**src/rtl/alu_mdu_seq.sv**
```systemverilog
// alu_mdu_seq: ALU op decoder/executor with single-cycle register-output ALU ops
// and an iterative unsigned multiply/divide unit holding HI/LO.
//
// Handshake: an operation transfers on a rising clk edge where in_valid and
// in_ready are both high; in_valid is ignored while in_ready is low. out_valid
// is a one-cycle pulse with no backpressure, so result/zero/err/hi/lo must be
// sampled in that cycle.
module alu_mdu_seq #(
    parameter int WIDTH      = 32,
    parameter bit ENABLE_MDU = 1'b1
) (
    input  logic             clk,
    input  logic             reset,
    input  logic             in_valid,
    output logic             in_ready,
    input  logic [1:0]       alu_op,
    input  logic [5:0]       funct,
    input  logic [WIDTH-1:0] src_a,
    input  logic [WIDTH-1:0] src_b,
    output logic             out_valid,
    output logic [WIDTH-1:0] result,
    output logic             zero,
    output logic             err,
    output logic [WIDTH-1:0] hi,
    output logic [WIDTH-1:0] lo,
    output logic [1:0]       dbg_state
);

    localparam int SHW = $clog2(WIDTH);
    localparam logic [SHW-1:0] LAST_ITER = SHW'(WIDTH - 1);

    typedef enum logic [1:0] {
        S_IDLE = 2'd0,
        S_MUL  = 2'd1,
        S_DIV  = 2'd2
    } state_t;

    state_t           r_state;
    logic             r_in_ready;
    logic             r_out_valid;
    logic [WIDTH-1:0] r_result;
    logic             r_zero;
    logic             r_err;
    logic [WIDTH-1:0] r_hi;
    logic [WIDTH-1:0] r_lo;
    // Working registers: r_acc is the partial product / partial remainder,
    // r_wlo the shifting multiplier / quotient, r_opnd the captured
    // multiplicand / divisor.
    logic [WIDTH-1:0] r_acc;
    logic [WIDTH-1:0] r_wlo;
    logic [WIDTH-1:0] r_opnd;
    logic [SHW-1:0]   r_cnt;

    logic [SHW-1:0]   w_shamt;
    logic             w_legal;
    logic             w_is_mul;
    logic             w_is_div;
    logic [WIDTH-1:0] w_res;
    logic [WIDTH:0]   w_mul_sum;
    logic [WIDTH:0]   w_div_sh;
    logic [WIDTH:0]   w_div_diff;
    logic [WIDTH-1:0] w_iter_hi;
    logic [WIDTH-1:0] w_iter_lo;

    // Decode alu_op/funct and compute the single-cycle result.
    always_comb begin
        w_legal  = 1'b1;
        w_is_mul = 1'b0;
        w_is_div = 1'b0;
        w_res    = '0;
        w_shamt  = src_b[SHW-1:0];
        case (alu_op)
            2'b00: w_res = src_a + src_b;
            2'b01: w_res = src_a - src_b;
            2'b10: begin
                case (funct)
                    6'b100000: w_res = src_a + src_b;
                    6'b100010: w_res = src_a - src_b;
                    6'b100100: w_res = src_a & src_b;
                    6'b100101: w_res = src_a | src_b;
                    6'b100110: w_res = src_a ^ src_b;
                    6'b100111: w_res = ~(src_a | src_b);
                    6'b101010: w_res = {{(WIDTH-1){1'b0}}, ($signed(src_a) < $signed(src_b))};
                    6'b000000: w_res = src_a << w_shamt;
                    6'b000010: w_res = src_a >> w_shamt;
                    6'b011001: begin
                        if (ENABLE_MDU) w_is_mul = 1'b1;
                        else            w_legal  = 1'b0;
                    end
                    6'b011011: begin
                        // All-ones is the divide-by-zero result; the
                        // iterative path overwrites it on completion.
                        if (ENABLE_MDU) begin
                            w_is_div = 1'b1;
                            w_res    = '1;
                        end else begin
                            w_legal  = 1'b0;
                        end
                    end
                    6'b010000: begin
                        if (ENABLE_MDU) w_res   = r_hi;
                        else            w_legal = 1'b0;
                    end
                    6'b010010: begin
                        if (ENABLE_MDU) w_res   = r_lo;
                        else            w_legal = 1'b0;
                    end
                    default: w_legal = 1'b0;
                endcase
            end
            default: w_legal = 1'b0;
        endcase
        if (!w_legal) w_res = '0;
    end

    // One shift-add multiply step or one restoring-divide step.
    always_comb begin
        w_mul_sum  = {1'b0, r_acc} + (r_wlo[0] ? {1'b0, r_opnd} : {(WIDTH+1){1'b0}});
        w_div_sh   = {r_acc, r_wlo[WIDTH-1]};
        w_div_diff = w_div_sh - {1'b0, r_opnd};
        if (r_state == S_MUL) begin
            w_iter_hi = w_mul_sum[WIDTH:1];
            w_iter_lo = {w_mul_sum[0], r_wlo[WIDTH-1:1]};
        end else if (!w_div_diff[WIDTH]) begin
            w_iter_hi = w_div_diff[WIDTH-1:0];
            w_iter_lo = {r_wlo[WIDTH-2:0], 1'b1};
        end else begin
            w_iter_hi = w_div_sh[WIDTH-1:0];
            w_iter_lo = {r_wlo[WIDTH-2:0], 1'b0};
        end
    end

    // Control FSM, operand capture, iteration and registered outputs.
    always_ff @(posedge clk or posedge reset) begin
        if (reset) begin
            r_state     <= S_IDLE;
            r_in_ready  <= 1'b1;
            r_out_valid <= 1'b0;
            r_result    <= '0;
            r_zero      <= 1'b0;
            r_err       <= 1'b0;
            r_hi        <= '0;
            r_lo        <= '0;
            r_acc       <= '0;
            r_wlo       <= '0;
            r_opnd      <= '0;
            r_cnt       <= '0;
        end else begin
            r_out_valid <= 1'b0;
            case (r_state)
                S_IDLE: begin
                    if (in_valid) begin
                        if (w_is_mul) begin
                            r_state    <= S_MUL;
                            r_in_ready <= 1'b0;
                            r_acc      <= '0;
                            r_wlo      <= src_b;
                            r_opnd     <= src_a;
                            r_cnt      <= '0;
                        end else if (w_is_div && (src_b != '0)) begin
                            r_state    <= S_DIV;
                            r_in_ready <= 1'b0;
                            r_acc      <= '0;
                            r_wlo      <= src_a;
                            r_opnd     <= src_b;
                            r_cnt      <= '0;
                        end else begin
                            r_out_valid <= 1'b1;
                            r_result    <= w_res;
                            r_zero      <= (w_res == '0);
                            r_err       <= !w_legal;
                            if (w_is_div) begin
                                r_hi <= src_a;
                                r_lo <= '1;
                            end
                        end
                    end
                end
                S_MUL, S_DIV: begin
                    r_acc <= w_iter_hi;
                    r_wlo <= w_iter_lo;
                    r_cnt <= r_cnt + 1'b1;
                    if (r_cnt == LAST_ITER) begin
                        r_state     <= S_IDLE;
                        r_in_ready  <= 1'b1;
                        r_out_valid <= 1'b1;
                        r_hi        <= w_iter_hi;
                        r_lo        <= w_iter_lo;
                        r_result    <= w_iter_lo;
                        r_zero      <= (w_iter_lo == '0);
                        r_err       <= 1'b0;
                    end
                end
                default: r_state <= S_IDLE;
            endcase
        end
    end

    assign in_ready  = r_in_ready;
    assign out_valid = r_out_valid;
    assign result    = r_result;
    assign zero      = r_zero;
    assign err       = r_err;
    assign hi        = r_hi;
    assign lo        = r_lo;
    assign dbg_state = r_state;

endmodule
```
**config.mk**
```make
export PLATFORM = sky130hd
export DESIGN_NAME = alu_mdu_seq
export DESIGN_NICKNAME = d
export VERILOG_FILES = /design/src/rtl/alu_mdu_seq.sv
export SDC_FILE = /design/constraint.sdc
export NUM_CORES = 1
export LEC_CHECK = 0
export ABC_CLOCK_PERIOD_IN_PS = 7100
export CAP_MARGIN = 0
export CELL_PAD_IN_SITES_DETAIL_PLACEMENT = 2
export CELL_PAD_IN_SITES_GLOBAL_PLACEMENT = 2
export CORE_MARGIN = 3
export CORE_UTILIZATION = 25
export CTS_CLUSTER_DIAMETER = 100
export DETAILED_ROUTE_END_ITERATION = 16
export PLACE_DENSITY_LB_ADDON = 0.1
export SYNTH_ARGS = -nofsm -noshare
export SYNTH_HDL_FRONTEND = slang
export SYNTH_SLANG_ARGS = --single-unit
```
**constraint.sdc**
```tcl
create_clock -name clk -period 7.1 [get_ports clk]
set_input_delay 1.065 -clock clk [delete_from_list [all_inputs] [get_ports clk]]
set_output_delay 1.065 -clock clk [all_outputs]
set_load 0.03 [all_outputs]
```
== After elaboration in Yosys (flattened, before gate mapping) ==
Cells that the tools add are included.

* Div/mod/pow operators: 0
* Bitwise gates (word level): 4
* $mul: 0
* Equal/unequal tests: 23
* Add/sub/neg operators: 5
* Reduce and logical (&&, ||, !) cells: 19
* Shifts and indexed selects: 2
* $lt $le $gt $ge: 1
* Multiplexer cells: 69

{| class="wikitable"
|+ Operators with widths
! cell !! number
|-
| two-way mux 32 bit || 26
|-
| one-hot mux 32 bit (12 select lines) || 1
|-
| one-hot mux 32 bit (2 select lines) || 5
|-
| one-hot mux 32 bit (3 select lines) || 1
|-
| logical NOT 32 bit || 2
|-
| equality test 6 bit, second input constant || 7
|-
| adder 32 x 32 -> 33 bit || 1
|-
| subtractor 33 x 32 -> 33 bit || 1
|-
| adder 32 bit || 1
|-
| AND 32 bit || 1
|-
| < comparator 32 bit || 1
|-
| NOT 32 bit || 1
|-
| OR 32 bit || 1
|-
| nonzero test 32 bit || 1
|-
| << shifter 32 x 5 -> 32 bit || 1
|-
| >> shifter 32 x 5 -> 32 bit || 1
|-
| subtractor 32 bit || 1
|-
| bitwise XOR 32 bit || 1
|-
| equality test 6 x 5 -> 1 bit, second input constant || 4
|-
| two-way mux 1 bit || 22
|-
| two-way mux 5 bit || 3
|-
| OR reduction 13 bit || 1
|-
| inequality test 2 bit, second input constant || 5
|-
| one-hot mux 1 bit (2 select lines) || 5
|-
| 19 further kinds || 29
|}

* RAM bits: 0
* Register bits: 203
* Output and inout port bits: 102
* ROM bits: 0
* Input port bits: 75
* Bits in latches: 0
* Memories: 0
* Logic and storage cells: 135

== Longest topological paths before layout ==
* Depth in word-level cells: 10
* Mapped depth: 20
* Gate-level depth less buffers: 15

== Least setup slack after synthesis ==
OpenSTA, ideal clock, no wires.

* Kind: input -> register
* Start point: input port src_b[2]
* End point: register r_zero (netlist: zero)
* Slack: 1.433 ns
* Data arrival time: 5.601 ns
* Stages: 20
* Cell sequence: buf_2 > buf_2 > inv_1 > buf_2 > buf_1 > clkbuf_1 > clkbuf_1 > ha_1 > clkbuf_1 > nand2b_1 > a21o_1 > o211ai_1 > o31ai_1 > o21ai_1 > a21oi_1 > o31a_1 > or3_1 > or4_1 > and4b_1 > a31o_1

* Cells in the longest elaborated chain, start to end: 10
* Elaborated cells on any way between the ends: 21
* Those cells by class: add/sub: 2; order compare: 1; eq/ne: 1; shift: 2; mux: 7; bitwise: 4; reduce/logical: 4

{| class="wikitable"
|+ Ends and longest elaborated chain
! item !! line !! RTL
|-
| from (decl) || 19 || <nowiki>input logic [WIDTH-1:0] src_b,</nowiki>
|-
| parallel branches: the longest is 10 deep, another holds subtractor 32 bit || - ||
|-
| to (signal assigned) || 170 || <nowiki>r_zero <= (w_res == '0);</nowiki>
|-
| to (signal assigned) || 190 || <nowiki>r_zero <= (w_iter_lo == '0);</nowiki>
|-
| to (decl) || 42 || <nowiki>logic r_zero;</nowiki>
|}

Parallel ways; which one is timed is not known. The select of a mux whose other input is x is not followed.
A chain may end at the register's enable or synchronous reset.

== Final worst setup path ==
* Start point: input port src_a[3]
* End point: register r_zero (netlist: zero)

* Cells in the longest elaborated chain, start to end: 10
* Elaborated cells on any way between the ends: 17
* Those cells by class: add/sub: 2; order compare: 1; shift: 2; mux: 7; bitwise: 4; reduce/logical: 1

{| class="wikitable"
|+ Ends and longest elaborated chain
! item !! line !! RTL
|-
| from (decl) || 18 || <nowiki>input logic [WIDTH-1:0] src_a,</nowiki>
|-
| parallel branches: the longest is 3 deep, another holds subtractor 32 bit || - ||
|-
| one-hot mux 32 bit (3 select lines) (*) || 72 || <nowiki>case (alu_op)</nowiki>
|-
| two-way mux 32 bit (*) || 113 || <nowiki>if (!w_legal) w_res = '0;</nowiki>
|-
| logical NOT 32 bit (*) || 170 ||
|-
| two-way mux 1 bit (*) || 160 || <nowiki>end else if (w_is_div && (src_b != '0)) begin</nowiki>
|-
| two-way mux 1 bit (*) || 153 || <nowiki>if (w_is_mul) begin</nowiki>
|-
| two-way mux 1 bit (*) || 152 || <nowiki>if (in_valid) begin</nowiki>
|-
| one-hot mux 1 bit (2 select lines) (*) || 150 || <nowiki>case (r_state)</nowiki>
|}

Mark *: on every way between the ends. The select of a mux whose other input is x is not followed.

==> results.md <==
* Status: finished clean
* Clock Skews at 0.0294 ns
* Synth cell types at slightly below 90
* Final WL at roughly 160,000 um
* Num ports at 177
* Slowest CP cell: o31ai_2
* Sw Ratio at 50.8%
* Crit path largest cell delay at 0.84 ns
* # fillers at between 10,000 and 15,000
* Kind of end point of the critical path: flop
* DRC viols at 0
* Asr flop ratio synth at 100%
* Synth Instances at about 3,200
* Avg WL per Cell at 34.0 um
* Die Y at 318 um
* Endpoints failing setup at 0
* CP Launch Type: input port
* Area of the core at approximately 96,000 um^2
* Clk sink count at ~200
* Clock Root Buffer: clkbuf_16
* Syn avg cell area at between 7 and 8 um^2
* Crit path top cell by count: o211ai_1
* Critical Path Fanout Max at 11
* Post-synth EDFFs at 0
* Yosys reg bits at 203
* Achievable Freq at about 180 MHz
* Worst VDD drop at ~0.22 mV
* Post-cts resize count at 0
* Largest net degree at the start of global routing at around 130
* Initial DRC Count at 2,401
* Initial antenna violation count at 9
* Clock transition at the registers of the reported paths at around 0.06 ns
* CTS Hold Bufs at 0
* Slew Limit Fails at 0
* Register area share after synthesis at between 20% and 30%
* Nets at approximately 3,500
* Worst hold slack at approximately 0.48 ns
* Postcts setup bufs at 0
* CP cell instances: clkdlybuf4s50_1, inv_1, ha_1, nor2b_1, a21o_1, o211ai_1, o31ai_2, o211ai_1, a21oi_1, o31ai_1, a211o_1, or4_1, and4b_1, a31o_1
* Final period utilization at around four fifths
* Clock tree buffer depth at 3
* Clock power frac at between 10% and 20%
* Die ar. at just over 100,000 um^2
* RSZ-0062 raised after global routing: no
* Syn Nets at ~3,500
* Num CTS Buffers at 25
* Overflow left after global routing at 0
* Leak at around 12 nW
* Design Area, Final at 28,500 um^2
* Final min period at around 5.6 ns
* Synth warn at 0
* H-tree depth at 1
* Pwr per Cell Area at roughly 300 nW/um^2
* Layout cell share with drive strength beyond 1 at 9.23%
* Number of global-route vias before repair at between 20,000 and 30,000
* DRT antenna net count at 0
* Post-layout power at 8.58 mW
* Max-slew headroom at between 10% and 20%
* 1st-pass router iterations at 5
* Worst skew pair latency at a little under 0.6 ns
* Ys flop type: dfrtp_1
* Internal Power at around 4.2 mW
* Sw power at 4.36 mW
* HPWL Detailed at about 120,000 um
* Post-DP Area at 27,600 um^2
* Worst Max-Slew Pin Slew at about 1.2 ns
* Seq pwr share at about a quarter
* Setup TNS at 0 ns
* Hold WC Path Type: flop to flop
* Starting Density at approximately 25%
* Hold Vio Cnt, Final at 0
* Via/cell ratio at about 6
* TritonCTS clock tree: built
* Via Count at about 28,000
* Max-Cap Viols at 0
* Post-Syn Area at around 24,000 um^2
* Die width at ~320 um
* First-pass GRT wire length at ~220,000 um
* Worst setup path class: input port to flop
* WP data required at roughly 7.6 ns
* Setup WS post-layout at between 1.5 and 2 ns
* GPL Wtd Cong at 0.970
* PortBufs at 176
* Area Overhead vs Synth at 17.0%
* CP arrival at roughly 6.1 ns
* Pre-CTS setup slack at between 0.9 and 1 ns
* Combinational power share at 59.3%
* Num rows at about 110
* Total track usage at 29.4%
==> area by class of cell <==
| class | instances | area (um^2) | area share, % |
|---|---|---|---|
| timing repair buffer | 283 | 2590 | 9.11 |
| inverter | 155 | 589 | 2.07 |
| antenna | 5 | 12.5 | 0.0439 |
| sequential | 203 | 5080 | 17.8 |
| tap | 1265 | 1580 | 5.56 |
| clock buffer | 32 | 692 | 2.43 |
| multi-input combinational | 2619 | 17800 | 62.4 |
| clock inverter | 11 | 153 | 0.536 |
==> Yosys cell counts (21+ instances only) <==
| cell type | count | area share (%) |
|---|---|---|
| nand2b_1 | 29 | 0.75 |
| xor2_1 | 27 | 0.97 |
| or3_1 | 21 | 0.54 |
| nand4_1 | 27 | 0.69 |
| nand3_1 | 76 | 1.6 |
| a211oi_1 | 60 | 1.9 |
| o31ai_1 | 35 | 1.1 |
| buf_1 | 22 | 0.34 |
| o211ai_1 | 60 | 1.9 |
| nor2b_1 | 22 | 0.57 |
| dfrtp_1 | 202 | 21 |
| nor2_1 | 271 | 4.2 |
| nor4_1 | 29 | 0.75 |
| nor3_1 | 66 | 1.4 |
| a221oi_1 | 21 | 0.76 |
| mux2i_1 | 100 | 4.1 |
| clkbuf_1 | 199 | 3.1 |
| o21ai_0 | 331 | 6.8 |
| mux2_2 | 44 | 2.0 |
| mux4_2 | 55 | 5.1 |
| ha_1 | 173 | 8.9 |
| nand2_1 | 372 | 5.7 |
| o21a_1 | 24 | 0.74 |
| a21o_1 | 44 | 1.4 |
| a21oi_1 | 243 | 5.0 |
| a22oi_1 | 41 | 1.3 |
| xnor2_1 | 65 | 2.3 |
| buf_2 | 21 | 0.43 |
| a31oi_1 | 60 | 1.5 |
| and3_1 | 31 | 0.80 |
| inv_1 | 150 | 2.3 |
| and2_1 | 42 | 1.1 |
==> cell usage in the layout, fill, tap and decap left out, types with 29 or more instances in the layout <==
cell,instances
buf_4,106
mux4_2,55
o211ai_1,60
and3_1,31
dfrtp_1,202
nand3_1,76
a21o_1,43
mux2_2,44
a22oi_1,41
ha_1,171
a211oi_1,60
xnor2_1,65
o31ai_1,34
nor4_1,29
nor3_1,63
o21ai_0,330
mux2i_1,100
nand2b_1,29
nand2_1,371
nor2_1,270
a21oi_1,243
clkdlybuf4s50_1,170
a31oi_1,60
and2_1,41
inv_1,149
==> metrics by stage <==
stage,std cells,util (%)
after floorplan,3226,-
after global placement,4525,28.8
after detailed placement,4525,28.8
after CTS,4568,29.7
after global routing,4568,29.7
final,4573,29.7
==> power groups by stage <==
stage | logic, mW | clock network, mW | registers, mW
global placement | 4.94 | 0 | 2.09
global route | 5.49 | 1.46 | 2.13
floorplan | 2.76 | 0 | 2.17
finish | 5.08 | 1.39 | 2.10
CTS | 5.10 | 1.41 | 2.09
detailed placement | 5.06 | 0 | 2.10
==> worst paths after layout <==
kind                                        from               endpoint  slack [ns]  depth (start not counted)
hold / removal             result[8]$_DFFE_PP0P_  result[8]$_DFFE_PP0P_        0.48                          2
setup reg to reg           r_wlo[31]$_DFFE_PP0P_  r_acc[28]$_DFFE_PP0P_        1.62                         16
min in group asynchronous                  reset  r_acc[15]$_DFFE_PP0P_        1.02                          2
setup / recovery                        src_a[3]       zero$_DFFE_PP0P_        1.55                         14
max in group asynchronous                  reset     hi[14]$_DFFE_PP0P_        4.84                          3
hold reg to reg            result[8]$_DFFE_PP0P_  result[8]$_DFFE_PP0P_        0.48                          2
==> worst max-delay path: cells and delay by family <==
kind / cells / cell delay, ns
AOI/OAI and AO/OA: 8 / 2.48
and+or+nand+nor: 3 / 1.01
buffers and inverters: 2 / 0.96
adders and majority gates: 1 / 0.53
==> flip-flops by register name (all words and copies together) (netlist names) <==
name	count
result	32
lo	32
dbg_state	2
r_wlo	32
out_valid	1
in_ready	1
err	1
zero	1
r_acc	32
r_cnt	5
r_opnd	32
hi	32
==> logic make-up (layout without fill, tap and decap cells) <==
family	Yosys count	count (layout)	share of synthesized area, %
buffers and inverters	404	481	6.49
muxes	199	199	11.2
other	0	5	0
and+or+nand+nor	1035	1035	19.6
adders and majority gates	177	177	9.22
DFF	203	203	20.9
xor gates and xnor gates	92	92	3.31
AOI/OAI and AO/OA	1116	1116	29.2
==> routing by layer <==
layer	vias up	global-route usage, %	wire length, um	share of wire, %
met3	188	3.70	8840	5.7
met1	14500	41.2	71100	46
li1	12000	-	-	-
met5	-	0	13	0.0084
met2	893	47.6	70800	46
met4	2	7.43	4770	3.1
No activity file was read; power rests on OpenSTA's default activity.
